**config.mk**
```make
export PLATFORM = sky130hd
export DESIGN_NAME = hazard_ctrl
export DESIGN_NICKNAME = d
export VERILOG_FILES = /design/src/rtl/hazard_pkg.sv /design/src/rtl/hazard_ctrl_md_busy_timer.sv /design/src/rtl/hazard_ctrl.sv
export SDC_FILE = /design/constraint.sdc
export NUM_CORES = 1
export LEC_CHECK = 0
export BUFFER_PORTS_ARGS = -buffer_cell sky130_fd_sc_hd__buf_4
export CAP_MARGIN = 10
export CORE_UTILIZATION = 35
export CTS_CLUSTER_SIZE = 12
export DETAILED_ROUTE_END_ITERATION = 7
export PLACE_DENSITY_LB_ADDON = 0.2
export SLEW_MARGIN = 0
export SYNTH_ARGS = -nofsm -noshare
export SYNTH_HDL_FRONTEND = slang
export SYNTH_SLANG_ARGS = --single-unit
```
**constraint.sdc**
```tcl
create_clock -name clk -period 5 [get_ports clk]
set_input_delay 0.75 -clock clk [delete_from_list [all_inputs] [get_ports clk]]
set_output_delay 0.75 -clock clk [all_outputs]
set_load 0.01 [all_outputs]
```
**src/rtl/hazard_pkg.sv**
```systemverilog
// hazard_pkg: shared encodings for the pipeline hazard and forwarding controller
package hazard_pkg;
    typedef enum logic [1:0] {FWD_RF = 2'b00, FWD_WB = 2'b01, FWD_MEM = 2'b10} fwd_e;
    typedef enum logic [1:0] {TUSE_ID = 2'd0, TUSE_EX = 2'd1, TUSE_NONE = 2'd3} tuse_e;
    typedef enum logic [1:0] {TNEW_NONE = 2'd0, TNEW_ALU = 2'd1, TNEW_LOAD = 2'd2} tnew_e;
    localparam logic [4:0] REG_ZERO = 5'd0;
    function automatic logic reg_hit(input logic [4:0] dst, input logic [4:0] src);
        return dst == src && dst != REG_ZERO;
    endfunction
endpackage

```
**src/rtl/hazard_ctrl_md_busy_timer.sv**
```systemverilog
// md_busy_timer: counts down the mult/div latency so HI/LO users can be held in ID
module md_busy_timer #(
    parameter int MULT_CYCLES = 5,
    parameter int DIV_CYCLES = 10
) (
    input  logic clk,
    input  logic reset,
    input  logic start,
    input  logic is_div,
    output logic busy
);
    logic [3:0] cnt;
    // Load on the ID->EX edge of an md op, otherwise run down to zero
    always_ff @(posedge clk)
        if (reset) cnt <= '0;
        else if (start) cnt <= is_div ? 4'(DIV_CYCLES) : 4'(MULT_CYCLES);
        else if (cnt != 4'd0) cnt <= cnt - 4'd1;
    assign busy = cnt != 4'd0;
endmodule

```
**src/rtl/hazard_ctrl.sv**
```systemverilog
// hazard_ctrl: stall/forward control for the 5-stage pipeline; HAZ_STATS_EN adds stall counters
module hazard_ctrl
    import hazard_pkg::*;
#(
    parameter int MULT_CYCLES = 5,
    parameter int DIV_CYCLES = 10
) (
    input  logic       clk,
    input  logic       reset,
    input  logic [4:0] id_rs,
    input  logic [4:0] id_rt,
    input  logic [1:0] id_rs_tuse,
    input  logic [1:0] id_rt_tuse,
    input  logic [4:0] id_dst,
    input  logic [1:0] id_tnew,
    input  logic       id_md_start,
    input  logic       id_md_div,
    input  logic       id_md_use,
    output logic       stall,
    output logic [1:0] ForwardA,
    output logic [1:0] ForwardB,
    output logic       ForwardRsD,
    output logic       ForwardRtD,
    output logic       md_busy
`ifdef HAZ_STATS_EN
    ,
    output logic [31:0] stall_cycles,
    output logic [31:0] md_stall_cycles
`endif
);
    logic [4:0] ex_rs, ex_rt, ex_dst, mem_dst, wb_dst;
    logic [1:0] ex_tnew, mem_tnew;
    logic rs_stall, rt_stall, data_stall, md_stall;
    logic mem_ready;

    assign rs_stall = id_rs_tuse != TUSE_NONE &&
        ((reg_hit(ex_dst, id_rs) && ex_tnew > id_rs_tuse) || (reg_hit(mem_dst, id_rs) && mem_tnew > id_rs_tuse));
    assign rt_stall = id_rt_tuse != TUSE_NONE &&
        ((reg_hit(ex_dst, id_rt) && ex_tnew > id_rt_tuse) || (reg_hit(mem_dst, id_rt) && mem_tnew > id_rt_tuse));
    assign data_stall = rs_stall || rt_stall;
    assign md_stall = id_md_use && md_busy;
    assign stall = !reset && (data_stall || md_stall);

    assign mem_ready = mem_tnew == TNEW_NONE;
    assign ForwardA = reg_hit(mem_dst, ex_rs) && mem_ready ? FWD_MEM : reg_hit(wb_dst, ex_rs) ? FWD_WB : FWD_RF;
    assign ForwardB = reg_hit(mem_dst, ex_rt) && mem_ready ? FWD_MEM : reg_hit(wb_dst, ex_rt) ? FWD_WB : FWD_RF;
    assign ForwardRsD = reg_hit(mem_dst, id_rs) && mem_ready;
    assign ForwardRtD = reg_hit(mem_dst, id_rt) && mem_ready;

    // Shadow pipeline: EX takes the ID fields or a bubble, MEM and WB follow behind
    always_ff @(posedge clk)
        if (reset) begin
            {ex_rs, ex_rt, ex_dst, ex_tnew} <= '0;
            mem_dst <= '0;
            mem_tnew <= '0;
            wb_dst <= '0;
        end else begin
            {ex_rs, ex_rt, ex_dst, ex_tnew} <= stall ? '0 : {id_rs, id_rt, id_dst, id_tnew};
            mem_dst <= ex_dst;
            mem_tnew <= ex_tnew != 2'd0 ? ex_tnew - 2'd1 : 2'd0;
            wb_dst <= mem_dst;
        end

    md_busy_timer #(.MULT_CYCLES(MULT_CYCLES), .DIV_CYCLES(DIV_CYCLES)) u_md (
        .clk(clk),
        .reset(reset),
        .start(id_md_start && !stall),
        .is_div(id_md_div),
        .busy(md_busy)
    );

`ifdef HAZ_STATS_EN
    // Stall statistics; an md-only stall is one with no register hazard behind it
    always_ff @(posedge clk)
        if (reset) begin
            stall_cycles <= '0;
            md_stall_cycles <= '0;
        end else begin
            if (stall) stall_cycles <= stall_cycles + 32'd1;
            if (stall && !data_stall) md_stall_cycles <= md_stall_cycles + 32'd1;
        end
`endif
endmodule

```
==> results of run 1 <==
[per-layer routing]
| layer | vias to the layer above | share of wire [%] |
|---|---|---|
| met5 | - | 0 |
| met4 | 0 | 2.8 |
| met3 | 11 | 3.3 |
| met2 | 25 | 51 |
| met1 | 622 | 43 |
| li1 | 731 | - |
[state kept, by name, summed over array words and instances, names as in the netlist]
name and flops:
mem_dst 5, ex_rs 5, ex_tnew 2, wb_dst 5
mem_tnew 2, ex_dst 5, ex_rt 5, u_md.cnt 4
[worst max-delay path: cells and delay by family]
family	cells	cell delay, ns
AO/OA/AOI/OAI	3	0.54
AND/OR/NAND/NOR	2	0.67
buffers and inverters	3	0.28
adder cells (fa/ha/maj)	1	0.30
[kinds of logic (layout without fill, tap and decap cells)]
group | Yosys count | in the layout | share of synthesized area (%)
AO/OA/AOI/OAI | 21 | 21 | 8.59
XOR/XNOR | 42 | 42 | 19.7
adder cells (fa/ha/maj) | 11 | 11 | 7.38
buffers and inverters | 20 | 53 | 5.50
flip-flops | 33 | 33 | 35.4
multiplexers | 2 | 2 | 1.21
AND/OR/NAND/NOR | 69 | 69 | 22.2
[through the flow]
stage,instances,hold WS (ns),instance area (um2)
after floorplan,198,0.400,1870
after global placement,293,0.433,2140
after detailed placement,293,0.420,2140
after CTS,301,0.430,2260
after global routing,301,0.468,2260
final,301,0.428,2260
[where the power goes]
group | switching, uW | internal [uW]
combinational | 117 | 132
clock | 93.7 | 162
sequential | 34.6 | 299
total | 246 | 593
[worst max-delay path by stage]
stage | from | endpoint | cells past startpoint
2_1_floorplan | id_rs_tuse[1] | stall | 7
3_3_place_gp | id_rs_tuse[1] | stall | 9
3_5_place_dp | id_rs_tuse[1] | stall | 9
4_1_cts | id_rs_tuse[1] | stall | 9
5_1_grt | id_rs_tuse[1] | stall | 9
6_report | id_rs_tuse[1] | stall | 9
[cell usage in the layout, fill, tap and decap left out, types with 2 or more instances in the layout]
cell | synthesis | layout
sky130_fd_sc_hd__dfxtp_1 | 33 | 33
sky130_fd_sc_hd__buf_4 | 3 | 33
sky130_fd_sc_hd__xor2_1 | 24 | 24
sky130_fd_sc_hd__xnor2_1 | 18 | 18
sky130_fd_sc_hd__and2_1 | 17 | 17
sky130_fd_sc_hd__inv_1 | 12 | 12
sky130_fd_sc_hd__nor2b_1 | 12 | 12
sky130_fd_sc_hd__ha_1 | 11 | 11
sky130_fd_sc_hd__nor2_1 | 7 | 7
sky130_fd_sc_hd__nor3_1 | 6 | 6
sky130_fd_sc_hd__or4_1 | 6 | 6
sky130_fd_sc_hd__clkbuf_8 | 0 | 6
sky130_fd_sc_hd__nand3_1 | 5 | 5
sky130_fd_sc_hd__nand2_1 | 4 | 4
sky130_fd_sc_hd__nor4_1 | 4 | 4
sky130_fd_sc_hd__a21oi_1 | 3 | 3
sky130_fd_sc_hd__o21ai_0 | 3 | 3
sky130_fd_sc_hd__or3_1 | 2 | 2
sky130_fd_sc_hd__mux2_2 | 2 | 2
sky130_fd_sc_hd__o311ai_0 | 2 | 2
[cell type report]
cell class	count	area, um2	share of cell area (%)
clock buffers	7	86.3	3.82
clock inverters	1	30.0	1.33
inverters	12	45.0	1.99
multi-input cells	145	1100	48.8
flip-flops and latches	33	661	29.2
well taps	70	87.6	3.88
repair buffers	33	248	11.0
==> flow_results.xml, run 1 <==
<?xml version="1.0" encoding="UTF-8"?>
<metrics>
  <group name="critical_path">
    <metric name="worst_r2r_startpoint" unit="">ex_tnew[0]</metric>
    <metric name="setup.reg_to_reg.worst_slack" unit="ns">2.64</metric>
    <metric name="crit_path_cell_trace" unit="">buf_4, inv_1, ha_1, a22oi_1, nand4_1, or4_1, o31a_1, a31oi_1, buf_4</metric>
    <metric name="path_max_fanout" unit="">4</metric>
    <metric name="reg2reg_to" unit="">u_md.cnt[2]</metric>
    <metric name="critical_path_required" unit="ns">4.25</metric>
    <metric name="crit_path_arrival_time" unit="ns">2.55</metric>
    <metric name="r2r.worst_path.cells" unit="">8</metric>
    <metric name="critical-path-slowest-cell" unit="">sky130_fd_sc_hd__or4_1</metric>
    <metric name="crit_path_start_kind" unit="">primary input</metric>
    <metric name="timing.critical_path.slowest_cell_delay" unit="ns">0.56</metric>
    <metric name="worst_setup_path_end_kind" unit="">output port</metric>
    <metric name="crit_type" unit="">in2out</metric>
    <metric name="critical_path_s_most_frequent_cell" unit="">sky130_fd_sc_hd__buf_4</metric>
  </group>
  <group name="timing">
    <metric name="worst_slew_pin_slew" unit="ns">0.435</metric>
    <metric name="finalSetupViolCount" unit="">0</metric>
    <metric name="timing_max_transition_violations_final" unit="">0</metric>
    <metric name="setup_repair_after_global_routing_missed_its_margin" unit="">no</metric>
    <metric name="worst_clock_skew_on_the_final_layout" unit="ns">0.00459</metric>
    <metric name="finalWorstSetupSlack" unit="ns">1.70</metric>
    <metric name="timing.final.hold_violations" unit="">0</metric>
    <metric name="final.period_utilization" unit="%">66.0</metric>
    <metric name="timing.fmax" unit="MHz">303</metric>
    <metric name="slew_headroom" unit="%">70.8</metric>
    <metric name="timing.setup.tns" unit="ns">0</metric>
    <metric name="timing.final.crit_period" unit="ns">3.30</metric>
  </group>
  <group name="die">
    <metric name="die_h" unit="um">75.0</metric>
    <metric name="total_die_area" unit="mm2">0.00563</metric>
    <metric name="floorplan.core_area" unit="mm2">0.00511</metric>
    <metric name="initial_core_util" unit="%">36.5</metric>
    <metric name="top_level_ports" unit="">34</metric>
    <metric name="std_cell_rows" unit="">26</metric>
    <metric name="die_width" unit="um">75.0</metric>
  </group>
  <group name="yosys">
    <metric name="async_flop_share" unit="%">0</metric>
    <metric name="netlist.top_cell.by_area" unit="">sky130_fd_sc_hd__dfxtp_1</metric>
    <metric name="netlist-cell-type-count" unit="">41</metric>
    <metric name="synth_ff_type" unit="">sky130_fd_sc_hd__dfxtp_1</metric>
    <metric name="synthDominantCellAreaShare" unit="%">35.4</metric>
    <metric name="synthesis.area" unit="mm2">0.00187</metric>
    <metric name="synth_enable_flop_cells" unit="">0</metric>
    <metric name="syn_nets" unit="">235</metric>
    <metric name="postSynthAreaPerCell" unit="um2">9.42</metric>
    <metric name="ys_top_cells_by_count" unit="">sky130_fd_sc_hd__dfxtp_1 (33), sky130_fd_sc_hd__xor2_1 (24), sky130_fd_sc_hd__xnor2_1 (18)</metric>
    <metric name="share_of_the_yosys_chip_area_belonging_to_registers" unit="%">35.4</metric>
    <metric name="synthMostInstantiatedCell" unit="">sky130_fd_sc_hd__dfxtp_1</metric>
    <metric name="synthesis.instances" unit="">198</metric>
    <metric name="synth_area_leaders" unit="">sky130_fd_sc_hd__dfxtp_1 (35%), sky130_fd_sc_hd__xor2_1 (11%), sky130_fd_sc_hd__xnor2_1 (8.5%)</metric>
    <metric name="synth.yosys.warnings" unit="">0</metric>
    <metric name="synth.ff_latch_count" unit="">33</metric>
  </group>
  <group name="global_route">
    <metric name="most_used_layer_global_route" unit="">met2</metric>
    <metric name="grt_start_max_net_pins" unit="">23</metric>
    <metric name="first_global_vias" unit="">1454</metric>
    <metric name="final_global_route_overflow_total" unit="">0</metric>
    <metric name="globalRouteTotalUtil" unit="%">16.1</metric>
    <metric name="grt_antenna_before_repair" unit="">0</metric>
    <metric name="use_met3" unit="%">4.69</metric>
    <metric name="grt_pass1_wl" unit="mm">6.48</metric>
    <metric name="use_met1" unit="%">17.8</metric>
    <metric name="met2_usage" unit="%">28.7</metric>
  </group>
  <group name="layout">
    <metric name="antenna_cells" unit="">0</metric>
    <metric name="layout-drive-gt1-share" unit="%">20.3</metric>
    <metric name="final.fill_count" unit="">530</metric>
    <metric name="final_nets" unit="">267</metric>
    <metric name="post-route-util" unit="%">44.2</metric>
    <metric name="area.growth.synth_to_final" unit="%">21.1</metric>
  </group>
  <group name="cts">
    <metric name="post_cts.repair.setup_buffers" unit="">0</metric>
    <metric name="cts.repair.resized" unit="">0</metric>
    <metric name="cts_num_sinks" unit="">33</metric>
    <metric name="tritoncts.num_buffers" unit="">5</metric>
    <metric name="cts_htree_levels" unit="">2</metric>
    <metric name="cts_max_path_buffers" unit="">2</metric>
    <metric name="cts.clk_slew.worst_paths" unit="ns">0.07</metric>
    <metric name="clock_insertion_delay_worst_skew" unit="ns">0.28</metric>
    <metric name="cts_tree" unit="">yes</metric>
    <metric name="clock_tree.root_cell" unit="">sky130_fd_sc_hd__clkbuf_8</metric>
    <metric name="holdBufCountCts" unit="">0</metric>
  </group>
  <group name="placed_design">
    <metric name="portBuffers" unit="">33</metric>
    <metric name="place_congestion" unit="">0.732</metric>
    <metric name="detailed_place_hpwl" unit="mm">3.07</metric>
    <metric name="preCtsSetupSlack" unit="ns">1.71</metric>
  </group>
  <group name="route">
    <metric name="wl_per_cell" unit="um">12.3</metric>
    <metric name="post-route-drc-count" unit="">0</metric>
    <metric name="drt-total-wl" unit="mm">3.70</metric>
    <metric name="route.antenna.remaining_nets" unit="">0</metric>
    <metric name="dr.pass1.iters" unit="">4</metric>
    <metric name="post_drt_via_cell_ratio" unit="">4.61</metric>
    <metric name="vias" unit="">1389</metric>
    <metric name="dr.first_iter.drc_count" unit="">23</metric>
  </group>
  <group name="flow_run">
    <metric name="number_of_maximum_capacitance_constraint_violations" unit="">0</metric>
  </group>
  <group name="power_and_ir_drop">
    <metric name="post-layout-total-power" unit="uW">838</metric>
    <metric name="power.density" unit="mW/mm2">371</metric>
    <metric name="leakage_component_of_the_power" unit="uW">0.00102</metric>
    <metric name="irDropWorstVdd" unit="V">0.000161</metric>
  </group>
  <group name="min_path">
    <metric name="worstHoldPathType" unit="">reg2reg</metric>
    <metric name="hold_path_end" unit="">mem_tnew[0]</metric>
    <metric name="min_path_cells" unit="">1</metric>
    <metric name="holdCritStartpoint" unit="">ex_tnew[0]</metric>
  </group>
  <group name="status">
    <metric name="status" unit="">completed</metric>
  </group>
</metrics>
No activity file was read; power rests on OpenSTA's default activity.
==> run 2: changes to the inputs <==
==> constraint.sdc (replaced) <==
create_clock -name clk -period 3.3 [get_ports clk]
set_input_delay 0.495 -clock clk [delete_from_list [all_inputs] [get_ports clk]]
set_output_delay 0.495 -clock clk [all_outputs]
set_load 0.01 [all_outputs]
==> run 2 against run 1 <==
Wire length rose by 0.70%. Largest power group unchanged. Via count down 0.58%. Critical endpoint unchanged. First-iteration DRC count increased by 17%.
==> flow_results.xml, run 2 (synthesis gave the netlist of run 1 again) <==
<?xml version="1.0" encoding="UTF-8"?>
<metrics>
  <group name="layout">
    <metric name="area.growth.synth_to_final" unit="%">21.1</metric>
    <metric name="layout-drive-gt1-share" unit="%">20.3</metric>
    <metric name="layout.cell_area.non_filler" unit="mm2">0.00226</metric>
    <metric name="multiInputGateArea" unit="mm2">0.00110</metric>
    <metric name="stdcell_count" unit="">301</metric>
    <metric name="area.sequential" unit="um2">661</metric>
    <metric name="final_cell_mix" unit="">sky130_fd_sc_hd__dfxtp_1 (33), sky130_fd_sc_hd__buf_4 (33), sky130_fd_sc_hd__xor2_1 (24), sky130_fd_sc_hd__xnor2_1 (18), sky130_fd_sc_hd__and2_1 (17)</metric>
    <metric name="final.fill_count" unit="">531</metric>
    <metric name="post-route-util" unit="%">44.2</metric>
    <metric name="final_nets" unit="">267</metric>
    <metric name="antenna_cells" unit="">0</metric>
  </group>
  <group name="timing">
    <metric name="timing.final.crit_period" unit="ns">2.81</metric>
    <metric name="worst_slew_pin_slew" unit="ns">0.439</metric>
    <metric name="finalSetupViolCount" unit="">0</metric>
    <metric name="worst_clock_skew_on_the_final_layout" unit="ns">0.00502</metric>
    <metric name="timing.setup.tns" unit="ns">0</metric>
    <metric name="setup_repair_after_global_routing_missed_its_margin" unit="">no</metric>
    <metric name="slew_headroom" unit="%">70.5</metric>
    <metric name="timing.fmax" unit="MHz">356</metric>
    <metric name="timing.final.hold_violations" unit="">0</metric>
    <metric name="final.period_utilization" unit="%">85.1</metric>
    <metric name="timing_max_transition_violations_final" unit="">0</metric>
  </group>
  <group name="critical_path">
    <metric name="crit_type" unit="">reg2out</metric>
    <metric name="critical_path_required" unit="ns">2.80</metric>
    <metric name="worst_setup_path_end_kind" unit="">output port</metric>
    <metric name="setup.reg_to_reg.worst_slack" unit="ns">0.96</metric>
    <metric name="path_max_fanout" unit="">4</metric>
    <metric name="crit_path_start_kind" unit="">flop</metric>
    <metric name="crit_path_arrival_time" unit="ns">2.31</metric>
  </group>
  <group name="power_and_ir_drop">
    <metric name="power.density" unit="mW/mm2">562</metric>
    <metric name="clock_power_share" unit="%">30.4</metric>
    <metric name="power_frac_comb" unit="%">29.7</metric>
    <metric name="power.sequential.fraction" unit="%">39.9</metric>
    <metric name="power.net_switching" unit="uW">371</metric>
    <metric name="leakage_component_of_the_power" unit="uW">0.00102</metric>
    <metric name="cellInternalPower" unit="uW">898</metric>
    <metric name="switching_share" unit="%">29.2</metric>
    <metric name="irDropWorstVdd" unit="V">0.000235</metric>
  </group>
  <group name="placed_design">
    <metric name="detailed_place_hpwl" unit="mm">3.08</metric>
    <metric name="portBuffers" unit="">33</metric>
    <metric name="placed_cell_area" unit="mm2">0.00214</metric>
    <metric name="place_congestion" unit="">0.732</metric>
    <metric name="placed_cells_incl_taps" unit="">293</metric>
  </group>
  <group name="cts">
    <metric name="cts_num_sinks" unit="">33</metric>
    <metric name="cts_tree" unit="">yes</metric>
    <metric name="cts.clk_slew.worst_paths" unit="ns">0.07</metric>
    <metric name="holdBufCountCts" unit="">0</metric>
    <metric name="tritoncts.num_buffers" unit="">5</metric>
    <metric name="clock_insertion_delay_worst_skew" unit="ns">0.28</metric>
    <metric name="cts.repair.resized" unit="">0</metric>
    <metric name="cts_htree_levels" unit="">2</metric>
    <metric name="cts_max_path_buffers" unit="">2</metric>
    <metric name="post_cts.repair.setup_buffers" unit="">0</metric>
    <metric name="clock_tree.root_cell" unit="">sky130_fd_sc_hd__clkbuf_8</metric>
  </group>
  <group name="flow_run">
    <metric name="number_of_maximum_capacitance_constraint_violations" unit="">0</metric>
  </group>
  <group name="route">
    <metric name="wl_per_cell" unit="um">12.4</metric>
    <metric name="post-route-drc-count" unit="">0</metric>
    <metric name="drt-total-wl" unit="mm">3.73</metric>
    <metric name="dr.pass1.iters" unit="">4</metric>
    <metric name="dr.first_iter.drc_count" unit="">27</metric>
    <metric name="vias" unit="">1381</metric>
    <metric name="post_drt_via_cell_ratio" unit="">4.59</metric>
    <metric name="route.antenna.remaining_nets" unit="">0</metric>
  </group>
  <group name="die">
    <metric name="initial_core_util" unit="%">36.5</metric>
    <metric name="die_h" unit="um">75.0</metric>
    <metric name="total_die_area" unit="mm2">0.00563</metric>
    <metric name="die_width" unit="um">75.0</metric>
    <metric name="top_level_ports" unit="">34</metric>
    <metric name="floorplan.core_area" unit="mm2">0.00511</metric>
    <metric name="std_cell_rows" unit="">26</metric>
  </group>
  <group name="global_route">
    <metric name="grt_start_max_net_pins" unit="">23</metric>
    <metric name="final_global_route_overflow_total" unit="">0</metric>
    <metric name="first_global_vias" unit="">1445</metric>
    <metric name="grt_pass1_wl" unit="mm">6.48</metric>
    <metric name="globalRouteTotalUtil" unit="%">15.9</metric>
    <metric name="grt_antenna_before_repair" unit="">0</metric>
  </group>
  <group name="min_path">
    <metric name="worstHoldPathType" unit="">in2reg</metric>
  </group>
  <group name="status">
    <metric name="status" unit="">completed</metric>
  </group>
</metrics>
[run 2: routing by layer]
| metal | global-route usage [%] | wire length [um] | part of all wire [%] |
|---|---|---|---|
| met4 | 5.45 | 62 | 1.7 |
| met3 | 4.42 | 110 | 3.0 |
| met5 | 0 | 0 | 0 |
| met1 | 18.2 | 1610 | 43 |
| met2 | 28.5 | 1950 | 52 |
[run 2: power groups by stage]
stage,registers (uW),logic [uW],clock network (uW)
after CTS,507,386,397
after global placement,515,380,0
after detailed placement,516,383,0
final,507,378,385
after global routing,515,437,419
after floorplan,494,293,0
[run 2: layout make-up]
| type | instances | share of cell area [%] |
|---|---|---|
| Timing Repair Buffer | 33 | 11.0 |
| Tap cell | 70 | 3.88 |
| Inverter | 12 | 1.99 |
| Sequential cell | 33 | 29.2 |
| Clock inverter | 1 | 1.33 |
| Multi-Input combinational cell | 145 | 48.8 |
| Clock buffer | 7 | 3.82 |
[run 2: stage by stage]
stage                     total power (uW)  hold WS (ns)  worst slack [ns]
after floorplan                        787         0.400             0.809
after global placement                 895         0.433             0.586
after detailed placement               900         0.423             0.522
after CTS                             1290         0.407             0.486
after global routing                  1370         0.404             0.364
final                                 1270         0.412             0.491
[run 2: path summary, 6_finish.rpt]
check             start     endpoint  depth (start not counted)
max          ex_tnew[0]        stall                          8
min          id_tnew[0]   ex_tnew[0]                          2
max reg2reg  ex_tnew[0]  u_md.cnt[2]                          8
min reg2reg  ex_tnew[0]  mem_tnew[0]                          1
[run 2: worst max-delay path, stage by stage (launching register included)]
cell and delay [ns]:
sky130_fd_sc_hd__dfxtp_1 0.34, sky130_fd_sc_hd__inv_1 0.08, sky130_fd_sc_hd__ha_1 0.27, sky130_fd_sc_hd__a22oi_1 0.19, sky130_fd_sc_hd__nand4_1 0.10, sky130_fd_sc_hd__or4_1 0.56, sky130_fd_sc_hd__o31a_1 0.17, sky130_fd_sc_hd__a31oi_1 0.18
sky130_fd_sc_hd__buf_4 0.14
==> run 3: changes to the inputs <==
--- a/config.mk
+++ b/config.mk
@@ -10,7 +10,7 @@
 export CORE_UTILIZATION = 35
 export CTS_CLUSTER_SIZE = 12
 export DETAILED_ROUTE_END_ITERATION = 7
-export PLACE_DENSITY_LB_ADDON = 0.2
+export PLACE_DENSITY = 0.65
 export SLEW_MARGIN = 0
 export SYNTH_ARGS = -nofsm -noshare
 export SYNTH_HDL_FRONTEND = slang
==> constraint.sdc (replaced) <==
create_clock -name clk -period 3.3 [get_ports clk]
set_input_delay 0.495 -clock clk [delete_from_list [all_inputs] [get_ports clk]]
set_output_delay 0.495 -clock clk [all_outputs]
set_load 0.02 [all_outputs]
==> run 3 against run 2 <==
Global-route usage fell by 1.3 points. First-iteration DRC count increased by 7.4%. Wire length fell by 0.72%. Die area did not move. Clock power up 2%. Sequential share of layout area stayed put. Final area did not move. Combinational power grew 3%. Count of clock-buffer cells in the layout stayed put. Sequential power about the same. Highest routed layer unchanged.
==> flow_results.xml, run 3 (synthesis gave the netlist of run 1 again) <==
<?xml version="1.0" encoding="UTF-8"?>
<metrics>
  <group name="layout">
    <metric name="multiInputGateArea" unit="mm2">0.00110</metric>
    <metric name="final_nets" unit="">267</metric>
    <metric name="layout-drive-gt1-share" unit="%">20.3</metric>
    <metric name="final_cell_mix" unit="">sky130_fd_sc_hd__dfxtp_1 (33), sky130_fd_sc_hd__buf_4 (33), sky130_fd_sc_hd__xor2_1 (24), sky130_fd_sc_hd__xnor2_1 (18), sky130_fd_sc_hd__and2_1 (17)</metric>
    <metric name="area.growth.synth_to_final" unit="%">21.1</metric>
    <metric name="final.fill_count" unit="">517</metric>
    <metric name="area.sequential" unit="um2">661</metric>
    <metric name="antenna_cells" unit="">0</metric>
  </group>
  <group name="power_and_ir_drop">
    <metric name="irDropWorstVdd" unit="V">0.000230</metric>
    <metric name="post-layout-total-power" unit="uW">1290</metric>
    <metric name="power.density" unit="mW/mm2">570</metric>
    <metric name="leakage_component_of_the_power" unit="uW">0.00102</metric>
  </group>
  <group name="cts">
    <metric name="cts_tree" unit="">yes</metric>
    <metric name="holdBufCountCts" unit="">0</metric>
    <metric name="cts_max_path_buffers" unit="">2</metric>
    <metric name="cts.clk_slew.worst_paths" unit="ns">0.08</metric>
    <metric name="cts_num_sinks" unit="">33</metric>
    <metric name="post_cts.repair.setup_buffers" unit="">0</metric>
    <metric name="cts_htree_levels" unit="">2</metric>
    <metric name="clock_insertion_delay_worst_skew" unit="ns">0.29</metric>
    <metric name="cts.repair.resized" unit="">0</metric>
    <metric name="clock_tree.root_cell" unit="">sky130_fd_sc_hd__clkbuf_8</metric>
    <metric name="tritoncts.num_buffers" unit="">5</metric>
  </group>
  <group name="placed_design">
    <metric name="portBuffers" unit="">33</metric>
    <metric name="place_congestion" unit="">0.802</metric>
    <metric name="preCtsSetupSlack" unit="ns">0.526</metric>
    <metric name="detailed_place_hpwl" unit="mm">3.02</metric>
  </group>
  <group name="route">
    <metric name="vias" unit="">1421</metric>
    <metric name="dr.pass1.iters" unit="">4</metric>
    <metric name="route.antenna.remaining_nets" unit="">0</metric>
    <metric name="drt-total-wl" unit="mm">3.70</metric>
    <metric name="dr.first_iter.drc_count" unit="">29</metric>
    <metric name="post_drt_via_cell_ratio" unit="">4.72</metric>
    <metric name="post-route-drc-count" unit="">0</metric>
    <metric name="wl_per_cell" unit="um">12.3</metric>
  </group>
  <group name="die">
    <metric name="die_width" unit="um">75.0</metric>
    <metric name="floorplan.core_area" unit="mm2">0.00511</metric>
    <metric name="total_die_area" unit="mm2">0.00563</metric>
    <metric name="top_level_ports" unit="">34</metric>
    <metric name="initial_core_util" unit="%">36.5</metric>
    <metric name="die_h" unit="um">75.0</metric>
    <metric name="std_cell_rows" unit="">26</metric>
  </group>
  <group name="critical_path">
    <metric name="reg2reg_to" unit="">u_md.cnt[0]</metric>
    <metric name="worst_r2r_startpoint" unit="">ex_tnew[0]</metric>
    <metric name="path_max_fanout" unit="">4</metric>
    <metric name="crit_type" unit="">reg2out</metric>
    <metric name="crit_path_arrival_time" unit="ns">2.35</metric>
    <metric name="critical_path_required" unit="ns">2.80</metric>
    <metric name="worst_setup_path_end_kind" unit="">output port</metric>
    <metric name="setup.reg_to_reg.worst_slack" unit="ns">0.94</metric>
    <metric name="crit_path_start_kind" unit="">flop</metric>
    <metric name="r2r.worst_path.cells" unit="">8</metric>
  </group>
  <group name="flow_run">
    <metric name="number_of_maximum_capacitance_constraint_violations" unit="">0</metric>
  </group>
  <group name="global_route">
    <metric name="grt_start_max_net_pins" unit="">23</metric>
    <metric name="final_global_route_overflow_total" unit="">0</metric>
    <metric name="globalRouteTotalUtil" unit="%">14.6</metric>
    <metric name="first_global_vias" unit="">1359</metric>
    <metric name="grt_antenna_before_repair" unit="">0</metric>
    <metric name="grt_pass1_wl" unit="mm">6.01</metric>
  </group>
  <group name="min_path">
    <metric name="hold_path_end" unit="">ex_tnew[0]</metric>
    <metric name="min_path_cells" unit="">2</metric>
    <metric name="worstHoldPathType" unit="">in2reg</metric>
    <metric name="holdCritStartpoint" unit="">id_tnew[0]</metric>
  </group>
  <group name="timing">
    <metric name="slew_headroom" unit="%">71.5</metric>
    <metric name="timing.setup.tns" unit="ns">0</metric>
    <metric name="final.period_utilization" unit="%">86.3</metric>
    <metric name="timing.final.hold_violations" unit="">0</metric>
    <metric name="finalSetupViolCount" unit="">0</metric>
    <metric name="timing.fmax" unit="MHz">351</metric>
    <metric name="finalWorstSetupSlack" unit="ns">0.451</metric>
    <metric name="worst_slew_pin_slew" unit="ns">0.424</metric>
    <metric name="timing_max_transition_violations_final" unit="">0</metric>
    <metric name="timing.final.crit_period" unit="ns">2.85</metric>
    <metric name="setup_repair_after_global_routing_missed_its_margin" unit="">no</metric>
    <metric name="worst_clock_skew_on_the_final_layout" unit="ns">0.0128</metric>
  </group>
  <group name="status">
    <metric name="status" unit="">completed</metric>
  </group>
</metrics>
## run 3: worst max-delay path, stage by stage (launching register included)
cell                      delay, ns
sky130_fd_sc_hd__dfxtp_1       0.34
sky130_fd_sc_hd__inv_1         0.08
sky130_fd_sc_hd__ha_1          0.27
sky130_fd_sc_hd__a22oi_1       0.17
sky130_fd_sc_hd__nand4_1       0.10
sky130_fd_sc_hd__or4_1         0.57
sky130_fd_sc_hd__o31a_1        0.18
sky130_fd_sc_hd__a31oi_1       0.18
sky130_fd_sc_hd__buf_4         0.16
## run 3: through the flow
| stage | hold slack [ns] | utilization [%] | instance area, um2 | instances |
|---|---|---|---|---|
| floorplan | 0.400 | - | 1870 | 198 |
| global placement | 0.427 | 42.0 | 2140 | 293 |
| detailed placement | 0.423 | 42.0 | 2140 | 293 |
| CTS | 0.395 | 44.2 | 2260 | 301 |
| global route | 0.401 | 44.2 | 2260 | 301 |
| finish | 0.401 | 44.2 | 2260 | 301 |
## run 3: power by group
group	leakage, uW	switching, uW	internal (uW)
logic	0.000692	190	200
clock network	0.0000585	146	246
registers	0.000272	52.5	453
## run 3: final cells by class
cell class / count / area share (%)
repair buffers: 33 / 11.0
well taps: 70 / 3.88
inverters: 12 / 1.99
clock inverters: 1 / 1.33
multi-input cells: 145 / 48.8
clock buffers: 7 / 3.82
flip-flops and latches: 33 / 29.2
## run 3: per-layer routing
metal	global-route usage [%]	part of all wire, %	vias up
met1	16.7	44	650
met2	26.2	50	31
met3	4.55	4.3	8
met4	4.19	1.1	0
li1	-	-	732
met5	0	0	-
## run 3: how the worst max path moves through the flow
stage | start | slack [ns] | depth (start not counted) | to
after floorplan | id_rs_tuse[1] | 0.65 | 7 | stall
after global placement | id_rs_tuse[1] | 0.55 | 9 | stall
after detailed placement | id_rs_tuse[1] | 0.53 | 9 | stall
after CTS | ex_tnew[0] | 0.45 | 8 | stall
after global routing | ex_tnew[0] | 0.34 | 8 | stall
final | ex_tnew[0] | 0.45 | 8 | stall
